`src/rtl/mem_wb_skid_reg.sv`:
```
// MEM/WB pipeline register with a two-entry skid buffer.
// Ready is registered, so there is no combinational path from out_ready to in_ready.
module mem_wb_skid_reg #(
   parameter int DATA_WIDTH     = 32,
   parameter int REG_ADDR_WIDTH = 5
) (
   input  logic                      clock,
   input  logic                      reset_n,
   input  logic                      flush,
   input  logic                      in_valid,
   output logic                      in_ready,
   input  logic [DATA_WIDTH-1:0]     mem_data_in,
   input  logic [DATA_WIDTH-1:0]     alu_result_in,
   input  logic [REG_ADDR_WIDTH-1:0] reg_dest_in,
   input  logic                      MemToReg_in,
   input  logic                      RegWrite_in,
   output logic                      out_valid,
   input  logic                      out_ready,
   output logic [DATA_WIDTH-1:0]     mem_data_out,
   output logic [DATA_WIDTH-1:0]     alu_result_out,
   output logic [REG_ADDR_WIDTH-1:0] reg_dest_out,
   output logic                      MemToReg_out,
   output logic                      RegWrite_out,
   output logic [DATA_WIDTH-1:0]     wb_data_out
);

   localparam int EW = 2 * DATA_WIDTH + REG_ADDR_WIDTH + 2;

   typedef enum logic [1:0] {
      EMPTY = 2'd0,
      ONE   = 2'd1,
      FULL  = 2'd2
   } state_t;

   state_t                  state_q, state_d;
   logic [EW-1:0]           main_q, main_d;
   logic [EW-1:0]           skid_q, skid_d;
   logic [EW-1:0]           in_entry_s;
   logic                    in_ready_q, in_ready_d;
   logic                    out_valid_q, out_valid_d;
   logic                    regwrite_q, regwrite_d;
   logic [DATA_WIDTH-1:0]   wb_data_q, wb_data_d;
   logic                    accept_s, pop_s;

   // Entry layout: {mem_data, alu_result, reg_dest, MemToReg, RegWrite}
   assign in_entry_s = {mem_data_in, alu_result_in, reg_dest_in, MemToReg_in, RegWrite_in};
   assign accept_s   = in_valid & in_ready_q;
   assign pop_s      = out_valid_q & out_ready;

   // Occupancy next-state and entry movement between input, skid and main
   always_comb begin
      state_d = state_q;
      main_d  = main_q;
      skid_d  = skid_q;
      if (flush) begin
         state_d = EMPTY;
      end else begin
         case (state_q)
            EMPTY: begin
               if (accept_s) begin
                  state_d = ONE;
                  main_d  = in_entry_s;
               end else begin
                  state_d = EMPTY;
               end
            end
            ONE: begin
               if (accept_s && !pop_s) begin
                  state_d = FULL;
                  skid_d  = in_entry_s;
               end else if (accept_s && pop_s) begin
                  state_d = ONE;
                  main_d  = in_entry_s;
               end else if (pop_s) begin
                  state_d = EMPTY;
               end else begin
                  state_d = ONE;
               end
            end
            FULL: begin
               if (pop_s) begin
                  state_d = ONE;
                  main_d  = skid_q;
               end else begin
                  state_d = FULL;
               end
            end
            default: begin
               state_d = EMPTY;
            end
         endcase
      end
   end

   // Output-side values precomputed from the next head entry so every output is a flop
   always_comb begin
      out_valid_d = (state_d != EMPTY);
      in_ready_d  = (state_d != FULL);
      if (main_d[1]) begin
         wb_data_d = main_d[EW-1 -: DATA_WIDTH];
      end else begin
         wb_data_d = main_d[EW-DATA_WIDTH-1 -: DATA_WIDTH];
      end
      regwrite_d = main_d[0] & out_valid_d &
                   (main_d[REG_ADDR_WIDTH+1:2] != {REG_ADDR_WIDTH{1'b0}});
   end

   // State and storage registers
   always_ff @(posedge clock or negedge reset_n) begin
      if (!reset_n) begin
         state_q     <= EMPTY;
         main_q      <= {EW{1'b0}};
         skid_q      <= {EW{1'b0}};
         in_ready_q  <= 1'b1;
         out_valid_q <= 1'b0;
         regwrite_q  <= 1'b0;
         wb_data_q   <= {DATA_WIDTH{1'b0}};
      end else begin
         state_q     <= state_d;
         main_q      <= main_d;
         skid_q      <= skid_d;
         in_ready_q  <= in_ready_d;
         out_valid_q <= out_valid_d;
         regwrite_q  <= regwrite_d;
         wb_data_q   <= wb_data_d;
      end
   end

   assign in_ready       = in_ready_q;
   assign out_valid      = out_valid_q;
   assign mem_data_out   = main_q[EW-1 -: DATA_WIDTH];
   assign alu_result_out = main_q[EW-DATA_WIDTH-1 -: DATA_WIDTH];
   assign reg_dest_out   = main_q[REG_ADDR_WIDTH+1:2];
   assign MemToReg_out   = main_q[1];
   assign RegWrite_out   = regwrite_q;
   assign wb_data_out    = wb_data_q;

endmodule

```
`config.mk`:
```
export PLATFORM = sky130hd
export DESIGN_NAME = mem_wb_skid_reg
export DESIGN_NICKNAME = d
export VERILOG_FILES = /design/src/rtl/mem_wb_skid_reg.sv
export SDC_FILE = /design/constraint.sdc
export NUM_CORES = 1
export LEC_CHECK = 0
export CORE_AREA = 3 3 127 129
export CTS_CLUSTER_DIAMETER = 60
export DETAILED_ROUTE_END_ITERATION = 6
export DIE_AREA = 0 0 130 132
export PLACE_DENSITY = 0.8
export SLEW_MARGIN = 20
export SYNTH_ARGS = -nofsm -noshare
export SYNTH_HDL_FRONTEND = slang
export SYNTH_SLANG_ARGS = --single-unit
```
`constraint.sdc`:
```
create_clock -name clock -period 2.9 [get_ports clock]
set_input_delay 0.58 -clock clock [delete_from_list [all_inputs] [get_ports clock]]
set_output_delay 0.58 -clock clock [all_outputs]
set_load 0.005 [all_outputs]
```
==> qor.txt <==
=====================================================================================
Fraction of registers with async set or reset after synthesis ..........         100%
EDFF count, synth ......................................................            0
Most common cell after layout, fill and taps aside ..................... sky130_fd_sc_hd__clkdlybuf4s50_1
Worst path arrival time ................................................      2.85 ns
# rows .................................................................           45
Number of global-route vias before repair ..............................         5229
Failing checks ......................................................... design-rule violations
Worst Path Required ....................................................      3.18 ns
Initial antenna violation count ........................................            0
Overall die width ......................................................       130 µm
Final clock period utilization by the worst path .......................        88.8%
# H-tree levels ........................................................            4
Number of register bits inferred by synthesis ..........................          179
Gate family responsible for the most delay along the worst path ........ buffers and inverters
Worst-case setup slack after placement .................................   -0.0726 ns
GRT overflow ...........................................................            0
CP Max Fanout ..........................................................           36
Die Y-Extent ...........................................................       132 µm
Pre-Repair DR Iteration Count ..........................................            7
Postcts setup bufs .....................................................            0
Worst Path Class, Setup ................................................ input pin to flip-flop
Placeable core region ..................................................    15100 µm²
# setup viols final ....................................................            0
Hold Vio Cnt, Final ....................................................            0
PD cells ...............................................................   849 nW/µm²
Number of buffers inserted by port buffering ...........................          180
Distinct cell type count after synthesis ...............................           34
Final #Nets ............................................................          754
Area growth syn-to-layout ..............................................        28.2%
Top FF cell, synth ..................................................... sky130_fd_sc_hd__dfrtp_1
Worst-case clock buffer depth ..........................................            2
Final setup skew .......................................................   0.00596 ns
Final-layout fill cell count ...........................................         1079
Via density per instance ...............................................         5.70
Number of pins with negative max-slew slack in the final report ........            0
Clk Tree Root Cell ..................................................... sky130_fd_sc_hd__clkbuf_16
Launching element type of the critical path ............................    input pin
Number of warning messages in the yosys log ............................            0
Cell area after synthesis ..............................................     7550 µm²
Min-Delay Path Class ................................................... input pin to async pin
Post-layout total power ................................................      8220 µW
CTS tree ...............................................................          yes
Buf/Inv on CP ..........................................................            2
Leakage ................................................................   0.00453 µW
Final Worst Setup Slack ................................................     0.324 ns
Number of clock sinks seen by CTS ......................................          179
Max transition margin ..................................................        64.3%
Clock latency of the later-clocked register in the worst-skew pair .....      0.42 ns
Unrepaired setup endpoints after global routing ........................           no
Ant diodes .............................................................            0
Detailed-route DRC error count .........................................            3
Max-cap violation count ................................................            0
Detail-routed net length per standard cell .............................      20.2 µm
First-pass GRT wire length .............................................     28200 µm
Antenna-violating nets left ............................................            0
Cts bufs inserted ......................................................           17
Resized Gates After CTS ................................................            0
Final critical delay including setup and external delays ...............      2.58 ns
Biggest cell delay along the critical path .............................      0.48 ns
Starting density of the core ...........................................        49.8%
Routed Wire Length .....................................................     17700 µm
Synth Instances ........................................................          568
Capturing element type of the critical path ............................    flip-flop
Post-synthesis average cell area .......................................     13.3 µm²
Master of the slowest instance on the critical path .................... sky130_fd_sc_hd__clkdlybuf4s50_1
Fraction of layout cells with a size suffix above 1 ....................        10.4%
Net count of the mapped netlist ........................................          646
Overall fraction of global-route tracks in use .........................        20.9%
Final core area utilization ............................................        63.9%
Cell-by-cell listing of the critical path .............................. clkdlybuf4s50_1 -> and2_1 -> ha_1 -> and4bb_2 -> nor2_2 -> nor2_4 -> buf_4 -> a222oi_1 -> mux2i_1
Total Die Area .........................................................    17200 µm²
Via count ..............................................................         5003
Timing-limited maximum frequency .......................................      388 MHz
Half-perimeter wire length after placement .............................     12000 µm
Most frequent cells in the layout ...................................... sky130_fd_sc_hd__clkdlybuf4s50_1, sky130_fd_sc_hd__dfrtp_1, sky130_fd_sc_hd__inv_1
Pin count of the biggest net entering global routing ...................           66
Count of routing violations after the opening detailed-route iteration .          598
Number of buffers added to fix hold violations after cts ...............            0
Actual slew at the worst max-slew pin ..................................     0.536 ns
Sequential area share after synthesis ..................................        59.4%
IR drop worst, VDD .....................................................       448 µV
Run status ............................................................. finished, violations left
Worst-path clk slew ....................................................      0.07 ns
Number of top-level design ports .......................................          181
Gp weighted congestion .................................................        0.821
=====================================================================================
==> final timing paths <==
check	from	to	cells after the start	slack, ns
max in group asynchronous	reset_n	skid_q[53]	2	2.02
min in group clock	skid_q[1]	skid_q[1]	1	0.48
hold / removal	reset_n	main_q[46]	1	0.12
setup reg to reg	in_ready	wb_data_out[14]	8	0.43
setup / recovery	in_valid	wb_data_out[14]	9	0.32
hold reg to reg	skid_q[1]	skid_q[1]	1	0.48
==> layer usage <==
metal  track usage (%)  wire length, µm  vias up
met5                 0                0        -
met4              7.33              401        0
met3              4.74             1020       28
met2              34.4             9060      197
met1              27.1             7190     2575
li1                  -                -     2203
==> metrics by stage <==
step / TNS (ns) / area [µm²] / std cells / hold slack (ns)
2_1_floorplan: 0 / 7550 / 568 / 0.284
3_3_place_gp: 0 / 9100 / 845 / 0.459
3_5_place_dp: -0.660 / 9100 / 845 / 0.466
4_1_cts: 0 / 9680 / 877 / 0.133
5_1_grt: 0 / 9680 / 877 / 0.146
6_report: 0 / 9680 / 877 / 0.117
==> registers in the layout, indices dropped and copies added, names as in the netlist <==
name	cells
state_q	2
wb_data_out	32
RegWrite_out	1
out_valid	1
skid_q	71
main_q	71
in_ready	1
==> synth_stat cells, types with 2 or more instances <==
master | count | share of area [%]
sky130_fd_sc_hd__dfrtp_1 | 178 | 59
sky130_fd_sc_hd__inv_1 | 73 | 3.6
sky130_fd_sc_hd__buf_4 | 69 | 6.9
sky130_fd_sc_hd__a222oi_1 | 68 | 9.0
sky130_fd_sc_hd__mux2_1 | 53 | 7.9
sky130_fd_sc_hd__mux2i_1 | 32 | 4.2
sky130_fd_sc_hd__clkbuf_1 | 19 | 0.94
sky130_fd_sc_hd__mux2_2 | 18 | 2.7
sky130_fd_sc_hd__buf_2 | 12 | 0.80
sky130_fd_sc_hd__nand2_1 | 7 | 0.35
sky130_fd_sc_hd__buf_6 | 4 | 0.60
sky130_fd_sc_hd__and2_1 | 3 | 0.25
sky130_fd_sc_hd__nor2_1 | 3 | 0.15
sky130_fd_sc_hd__o21ai_0 | 3 | 0.20
sky130_fd_sc_hd__or4_1 | 3 | 0.30
sky130_fd_sc_hd__a21oi_1 | 2 | 0.13
sky130_fd_sc_hd__a22oi_1 | 2 | 0.20
sky130_fd_sc_hd__ha_1 | 2 | 0.33
sky130_fd_sc_hd__nor2_2 | 2 | 0.17
==> report_power, final <==
part | leakage [µW] | switching [µW] | internal [µW] | total (µW)
clock | 0.000273 | 936 | 1290 | 2230
sequential | 0.00220 | 454 | 3340 | 3790
combinational | 0.00206 | 840 | 1360 | 2200
total | 0.00453 | 2230 | 5990 | 8220
==> cell families (layout without fill, tap and decap cells) <==
kind of cell	Yosys count	after routing	synth area share, %
compound gates	81	81	10.4
fa+ha+maj	2	2	0.332
buf+inv	177	298	12.8
flops	179	179	59.4
mux	103	103	14.8
simple gates	26	26	2.22
==> layout make-up <==
| class | count | area (µm²) | area share [%] |
|---|---|---|---|
| Tap cell | 188 | 235 | 2.43 |
| Clock inverter | 12 | 131 | 1.36 |
| Timing Repair Buffer | 193 | 2000 | 20.7 |
| Inverter | 73 | 274 | 2.83 |
| Multi-Input combinational cell | 212 | 2110 | 21.8 |
| Clock buffer | 20 | 447 | 4.61 |
| Sequential cell | 179 | 4480 | 46.3 |
No activity file was read; power rests on OpenSTA's default activity.
